--- src/rtl/postcode.sv ---
// POST-code style serial link: pulse groups on testreq carry rx bits (1/2 pulses) or tx reads (3+).
// Optional build macro POSTCODE_GLITCH_FILTER_EN adds a 3-sample agreement filter after the synchronizer.
module postcode #(
    parameter int GAP_CYCLES = 96
) (
    input  logic       refclk,
    input  logic       rst_n,
    input  logic       testreq,
    output logic       testack,
    output logic [7:0] rxout,
    output logic       rxfull,
    input  logic       rxreset,
    input  logic [7:0] txin,
    output logic       txempty,
    input  logic       txstart
);
    localparam int GW = $clog2(GAP_CYCLES + 1);
    localparam logic [GW-1:0] GAP_LAST = GW'(GAP_CYCLES - 1);
    localparam logic [GW-1:0] GAP_MAX  = GW'(GAP_CYCLES);

    logic          sync1_q, sync2_q, lvl_prev_q;
    logic          lvl, rise;
    logic [1:0]    pcnt_q, pcnt_d, pcnt_inc;
    logic [GW-1:0] gap_q, gap_d;
    logic          gap_close;
    logic [7:0]    rx_sr_q, rx_sr_d;
    logic [3:0]    rx_cnt_q, rx_cnt_d;
    logic [7:0]    rxout_q, rxout_d;
    logic          rxfull_q, rxfull_d;
    logic [7:0]    tx_sr_q, tx_sr_d;
    logic [3:0]    tx_cnt_q, tx_cnt_d;
    logic          txempty_q, txempty_d;
    logic          testack_q, testack_d;

`ifdef POSTCODE_GLITCH_FILTER_EN
    // Level only moves once three consecutive synchronized samples agree.
    logic hist1_q, hist2_q, filt_q;

    always_comb begin
        lvl = filt_q;
        if (sync2_q && hist1_q && hist2_q)
            lvl = 1'b1;
        else if (!sync2_q && !hist1_q && !hist2_q)
            lvl = 1'b0;
    end

    always_ff @(posedge refclk or negedge rst_n) begin
        if (!rst_n) begin
            hist1_q <= 1'b0;
            hist2_q <= 1'b0;
            filt_q  <= 1'b0;
        end else begin
            hist1_q <= sync2_q;
            hist2_q <= hist1_q;
            filt_q  <= lvl;
        end
    end
`else
    assign lvl = sync2_q;
`endif

    assign rise      = lvl & ~lvl_prev_q;
    assign pcnt_inc  = (pcnt_q == 2'd3) ? 2'd3 : pcnt_q + 2'd1;
    // A group closes on the GAP_CYCLES-th consecutive low cycle.
    assign gap_close = ~lvl && (gap_q == GAP_LAST) && (pcnt_q != 2'd0);

    always_comb begin
        pcnt_d = pcnt_q;
        if (rise)
            pcnt_d = pcnt_inc;
        else if (gap_close)
            pcnt_d = 2'd0;

        gap_d = gap_q;
        if (lvl)
            gap_d = '0;
        else if (gap_q != GAP_MAX)
            gap_d = gap_q + 1'b1;

        testack_d = 1'b0;
        if (lvl) begin
            case (pcnt_d)
                2'd1:    testack_d = 1'b1;
                2'd2:    testack_d = ~txempty_q;
                2'd3:    testack_d = ~txempty_q & tx_sr_q[7];
                default: testack_d = 1'b0;
            endcase
        end
    end

    // Receive path: completed byte is handed to rxout one cycle after the closing group.
    always_comb begin
        rx_sr_d  = rx_sr_q;
        rx_cnt_d = rx_cnt_q;
        rxout_d  = rxout_q;
        rxfull_d = rxfull_q & ~rxreset;
        if (rx_cnt_q == 4'd8) begin
            rx_cnt_d = 4'd0;
            if (!rxfull_q || rxreset) begin
                rxout_d  = rx_sr_q;
                rxfull_d = 1'b1;
            end
        end else if (gap_close && pcnt_q != 2'd3) begin
            rx_sr_d  = {rx_sr_q[6:0], pcnt_q == 2'd2};
            rx_cnt_d = rx_cnt_q + 4'd1;
        end
    end

    // Transmit path: each read group consumes the MSB; register frees after eight reads.
    always_comb begin
        tx_sr_d   = tx_sr_q;
        tx_cnt_d  = tx_cnt_q;
        txempty_d = txempty_q;
        if (txempty_q) begin
            if (txstart) begin
                tx_sr_d   = txin;
                tx_cnt_d  = 4'd0;
                txempty_d = 1'b0;
            end
        end else if (tx_cnt_q == 4'd8) begin
            tx_cnt_d  = 4'd0;
            txempty_d = 1'b1;
        end else if (gap_close && pcnt_q == 2'd3) begin
            tx_sr_d  = {tx_sr_q[6:0], 1'b0};
            tx_cnt_d = tx_cnt_q + 4'd1;
        end
    end

    always_ff @(posedge refclk or negedge rst_n) begin
        if (!rst_n) begin
            sync1_q    <= 1'b0;
            sync2_q    <= 1'b0;
            lvl_prev_q <= 1'b0;
            pcnt_q     <= 2'd0;
            gap_q      <= '0;
            rx_sr_q    <= 8'h00;
            rx_cnt_q   <= 4'd0;
            rxout_q    <= 8'h00;
            rxfull_q   <= 1'b0;
            tx_sr_q    <= 8'h00;
            tx_cnt_q   <= 4'd0;
            txempty_q  <= 1'b1;
            testack_q  <= 1'b0;
        end else begin
            sync1_q    <= testreq;
            sync2_q    <= sync1_q;
            lvl_prev_q <= lvl;
            pcnt_q     <= pcnt_d;
            gap_q      <= gap_d;
            rx_sr_q    <= rx_sr_d;
            rx_cnt_q   <= rx_cnt_d;
            rxout_q    <= rxout_d;
            rxfull_q   <= rxfull_d;
            tx_sr_q    <= tx_sr_d;
            tx_cnt_q   <= tx_cnt_d;
            txempty_q  <= txempty_d;
            testack_q  <= testack_d;
        end
    end

    assign testack = testack_q;
    assign rxout   = rxout_q;
    assign rxfull  = rxfull_q;
    assign txempty = txempty_q;

endmodule

--- config.mk ---
export PLATFORM = sky130hd
export DESIGN_NAME = postcode
export DESIGN_NICKNAME = d
export VERILOG_FILES = /design/src/rtl/postcode.sv
export SDC_FILE = /design/constraint.sdc
export NUM_CORES = 1
export LEC_CHECK = 0
export ABC_AREA = 1
export CORE_ASPECT_RATIO = 1.1
export CORE_MARGIN = 4
export CORE_UTILIZATION = 53
export DETAILED_ROUTE_END_ITERATION = 12
export GPL_TIMING_DRIVEN = 0
export PLACE_DENSITY = 0.8
export SLEW_MARGIN = 30
export SYNTH_ARGS = -nofsm -noshare
export SYNTH_HDL_FRONTEND = slang
export SYNTH_SLANG_ARGS = --single-unit
--- constraint.sdc ---
create_clock -name refclk -period 1.9 [get_ports refclk]
set_clock_uncertainty 0.05 [all_clocks]
set_input_delay 0.285 -clock refclk [delete_from_list [all_inputs] [get_ports refclk]]
set_output_delay 0.285 -clock refclk [all_outputs]
set_load 0.03 [all_outputs]
Yosys cells after proc, flatten, opt, wreduce, memory -nomap -nowiden
Cells that the tools add are included.

storage, ports and cells
  flip-flop bits (word level) = 47
  latch bits = 0
  memory bits (writable) = 0
  bits in read-only memories = 0
  input port bits = 13
  output and inout port bits = 11
  memories kept = 0

cells by class
  add/subtract/negate cells = 4
  multipliers = 0
  div/mod/pow operators = 0
  $lt $le $gt $ge = 0
  equality and inequality tests = 12
  shift-type cells = 0
  mux-type cells = 22
  bitwise logic cells = 8
  reductions and logical operators = 15

operators with widths
  cell                 number
  $mux 8               4
  $mux 4               6
  $mux 7               2
  $add 4x1->4 const B  2
  $eq 2x2->1 const B   4
  $eq 4x4->1 const B   2
  $reduce_bool 2->1    4
  $add 7x1->7 const B  1
  $eq 7x7->1 const B   1
  $ne 7x7->1 const B   1
  $mux 1               6
  $mux 2               3
  $ne 2x2->1 const B   3
  $reduce_and 2->1     3
  $not 1->1            5
  $logic_and 1x1->1    4
  $and 1x1->1          3
  $pmux 1 s3           1
  $reduce_and 3->1     1
  $reduce_bool 3->1    1
  $add 2x1->2 const B  1
  $eq 2x1->1 const B   1
  $logic_not 1->1      1
  $logic_or 1x1->1     1

Depth between registers and ports, before layout
Gate-level depths: netlist of run 1.

  depth after elaboration = 8
  depth in mapped cells = 9
  gate-level depth less buffers = 9

Worst setup path after synthesis of run 1
Ideal clock, no wire load.

  path type = register to register
  start point = register txempty_q (netlist: txempty)
  end point = register tx_cnt_q[1]
  library setup time = 0.065 ns
  arrival time = 1.408 ns
  data required time = 1.785 ns
  slack = 0.377 ns
  stages on the path, launching flop included = 7
  path buffers = 1
  period minus slack after synthesis = 1.523 ns
  path through = dfstp_2 inv_1 buf_2 or2_2 nand2_1 nand2_1 nand2_1

between the ends
  longest elaborated chain between the ends = 2
  elaborated cells on any way between the ends = 4
  those cells by class = eq/ne (1); mux (1); reduce/logical (2)

RTL lines
  item                                                              RTL line  source
  from (decl)                                                       32        logic txempty_q, txempty_d;
  from (signal assigned)                                            156       txempty_q <= txempty_d;
  $ne 2x2->1 (no line) / $reduce_bool 3->1 (equally long branches)  --
  $reduce_and 2->1 (no line)                                        --
  to (signal assigned)                                              155       tx_cnt_q <= tx_cnt_d;
  to (decl)                                                         31        logic [3:0] tx_cnt_q, tx_cnt_d;

Parallel ways exist; a longest one is shown, timed or not.
A chain may end at the register's enable or synchronous reset.

Worst setup path after layout of run 1
  start point = register rxout_q[0] (netlist: rxout[0])
  end point = output port rxout[0]

RTL lines
  item                    RTL line  source
  from (decl)             28        logic [7:0] rxout_q, rxout_d;
  from (signal assigned)  152       rxout_q <= rxout_d;
  to (decl)               10        output logic [7:0] rxout,

No word-level cell between the ends.

==> flow_metrics.py, run 1 <==
metrics = {
    "critical_path": {
        "cp-start-kind": "flop",
        "cp_max_fo": 2,
        "cp_top_family": "buffers and inverters",
        "critPathBufInv": 1,
        "critical-path-max-stage-delay_ps": 680,
        "crit_required_ps": 1560,
        "worstRegToRegCells": 8,
        "crit_slowest_cell": "clkdlybuf4s50_1",
        "crit_chain": "clkdlybuf4s50_1",
        "critPathCaptureType": "primary output",
        "cp.depth": 1,
        "arrival_ps": 1340,
        "worstSetupPathType": "reg2out",
    },
    "synthesis": {
        "synthesis.nets": 280,
        "ys_async_sr_fraction_pct": 100,
        "ys_seq_area_share_pct": 52.2,
        "syn_avg_cell_area_um2": 8.63,
        "yosysWarnings": 0,
        "synth.ff_latch_count": 47,
        "synth_cells": 261,
        "yosys.area.top_type": "dfrtp_1",
        "synth_ff_type": "dfrtp_1",
        "synth_top_area_share_pct": 51.1,
        "synth_area_um2": 2250,
        "synth_edf_count": 0,
        "synth.area.top_cells": "dfrtp_1 (51%), nand2_1 (14%), nand3_1 (5.6%)",
        "synth_cell_types": 28,
    },
    "cts": {
        "root_buffer": "clkbuf_8",
        "clockBufferDepth": 2,
        "clkTransAtPathRegs_ps": 90,
        "clock_latency_ps": 300,
        "clock-sinks": 47,
        "htree_levels": 2,
        "cts_buffers": 5,
        "cts_tree": "yes",
    },
    "layout": {
        "fin_area_um2": 2660,
        "sequential_cell_area_um2": 1180,
        "n_fill_cell": 363,
        "multiInputGateArea_um2": 926,
        "insertedDiodeCount": 0,
        "syn_to_final_growth_pct": 17.9,
        "nets": 311,
        "drive_above_1_share_pct": 11.9,
        "final_core_util_pct": 66.0,
    },
    "sta": {
        "hold_violations": 0,
        "tightest_slew_ps": 569,
        "maxSlewHeadroom_pct": 62.1,
        "worst_slack_ps": 226,
        "min_period_ps": 1670,
        "finalMaxSlewViolations": 0,
        "fmax_mhz": 597,
        "rsz0062_at_grt": "false",
        "finalCritPeriodShare_pct": 88.1,
        "setup_viol": 0,
    },
    "placed_design": {
        "io_buffers": 23,
        "placed_cell_area_um2": 2550,
        "dp_slack_ps": 242,
        "gp_congestion": 0.779,
        "dp_hpwl_um": 2820,
    },
    "floorplanning": {
        "dieArea_um2": 5360,
        "die_height_um": 76.4,
        "floorplan.initialDensity_pct": 56.0,
        "core-area_um2": 4020,
        "ios": 24,
        "rows": 24,
        "die_w_um": 70.2,
    },
    "detailed_routing": {
        "via_count": 1740,
        "antenna_left": 0,
        "wl_per_cell_um": 11.5,
        "drt_iter0_drc": 69,
        "drc_errors": 0,
        "firstDrtPassIters": 4,
        "wl_um": 3980,
        "via_per_inst": 5.04,
    },
    "global_route": {
        "gr-total-overflow": 0,
        "antenna_found_initial": 0,
        "grt_pass1_vias": 1736,
        "grt_pass1_wl_um": 7290,
        "grt_usage_pct": 16.7,
        "grt_start_max_net_pins": 48,
    },
    "min_path": {
        "hold_class": "reg2reg",
        "hold_depth": 0,
    },
    "power_and_ir_drop": {
        "p_leak_nw": 1.33,
        "irDropWorstVdd_uv": 361,
        "p_per_area_nw_per_um2": 644,
    },
    "run_status": {
        "status": "finished, final reports clean",
    },
    "flow_run": {
        "max-cap-violations": 0,
    },
}
[timing repair]
action | 4_1_cts | 5_1_grt
buffers inserted | 0 | 0
hold buffers | 1 | 0
gates resized for setup | 0 | 1
endpoints found under the setup margin | 0 | 1
endpoints found under the hold margin | 46 | 0
[metrics by stage]
stage	cells	power [W]	TNS (ps)	hold slack, ps
after global routing	345	0.00180	0	345
final	345	0.00171	0	319
after detailed placement	336	0.00110	0	276
after global placement	336	0.00110	-37840	283
after floorplan	261	0.00105	0	-60.6
after CTS	345	0.00174	0	327
[final cells by class]
class | count | area share [%]
inverter | 33 | 4.76
tap | 52 | 2.45
multi-input combinational | 177 | 34.8
buffer | 4 | 0.895
clock inverter | 2 | 0.612
timing repair buffer | 24 | 9.04
sequential | 47 | 44.3
clock buffer | 6 | 3.11
[final timing paths]
| check | from | to | slack (ps) |
|---|---|---|---|
| min | sync1_q$_DFF_PN0_ | lvl$_DFF_PN0_ | 320 |
| max | rxout[0]$_DFFE_PN0P_ | rxout[0] | 230 |
| max reg2reg | tx_cnt_q[0]$_DFFE_PN0P_ | tx_sr_q[2]$_DFFE_PN0P_ | 270 |
| max in group asynchronous | rst_n | txempty$_DFF_PN1_ | 940 |
| min reg2reg | sync1_q$_DFF_PN0_ | lvl$_DFF_PN0_ | 320 |
| min in group asynchronous | rst_n | tx_cnt_q[2]$_DFFE_PN0P_ | 470 |
[per-layer routing]
metal / wire [um] / GRT usage [%] / up-vias
li1: - / - / 889
met1: 1820 / 19.5 / 816
met2: 1940 / 29.5 / 29
met3: 157 / 4.09 / 6
met4: 63 / 6.32 / 0
met5: 0 / 0 / -
[power breakdown]
group	total (W)	switching, W	internal (W)
Clock	0.000628	0.000332	0.000297
Sequential	0.00102	0.00000751	0.00101
Combinational	0.0000670	0.0000359	0.0000311
[synth_stat cells (2+ instances only)]
master,instances
clkbuf_1,2
dfrtp_1,46
nand2_4,2
xor2_1,2
nand2_2,2
nand2_1,85
nand3_1,25
o21ai_2,11
o21ai_0,14
inv_1,31
nor3_1,2
nand4_1,3
a21oi_1,6
ha_1,6
or2_2,2
nor2_1,10
[state kept, by name, indices dropped and copies added, names as in the netlist]
signal      cells
rx_sr_q         8
rxout           8
tx_sr_q         8
gap_q           7
rx_cnt_q        4
tx_cnt_q        4
pcnt_q          2
lvl             1
lvl_prev_q      1
rxfull          1
sync1_q         1
testack         1
txempty         1
[cell families (layout without fill, tap and decap cells)]
| kind of cell | after synthesis | count (layout) | synth area share [%] |
|---|---|---|---|
| compound gates | 33 | 33 | 9.77 |
| xor+xnor | 3 | 3 | 1.17 |
| mux | 1 | 1 | 0.500 |
| fa+ha+maj | 6 | 6 | 3.33 |
| simple gates | 134 | 134 | 26.3 |
| buf+inv | 37 | 69 | 6.66 |
| flops | 47 | 47 | 52.2 |
[worst reg2reg max path, cell delays in order, from the launching register on]
cell and delay (ps):
dfrtp_1 430, inv_1 90, ha_1 210, nand3_1 130, nand2_1 80, nand2_1 280, nand2_4 130, nand2_1 80
nand2_1 50
[placed cells by master, fill, tap and decap left out, types with 2 or more instances in the layout]
master,instances
nand2_1,85
dfrtp_1,46
inv_1,31
nand3_1,25
clkdlybuf4s50_1,21
o21ai_0,14
o21ai_2,11
nor2_1,10
a21oi_1,6
ha_1,6
clkbuf_8,6
nand4_1,3
nand2_2,2
nand2_4,2
nor3_1,2
xor2_1,2
clkbuf_1,2
or2_2,2
Power figures use the tool's default switching activity.
==> run 2, diff against run 1 <==
--- a/config.mk
+++ b/config.mk
@@ -16,3 +16,4 @@
 export SYNTH_ARGS = -nofsm -noshare
 export SYNTH_HDL_FRONTEND = slang
 export SYNTH_SLANG_ARGS = --single-unit
+export TNS_END_PERCENT = 20
==> results of run 2 <==
No change in the layout: final DEF, timing and power equal those of run 1.
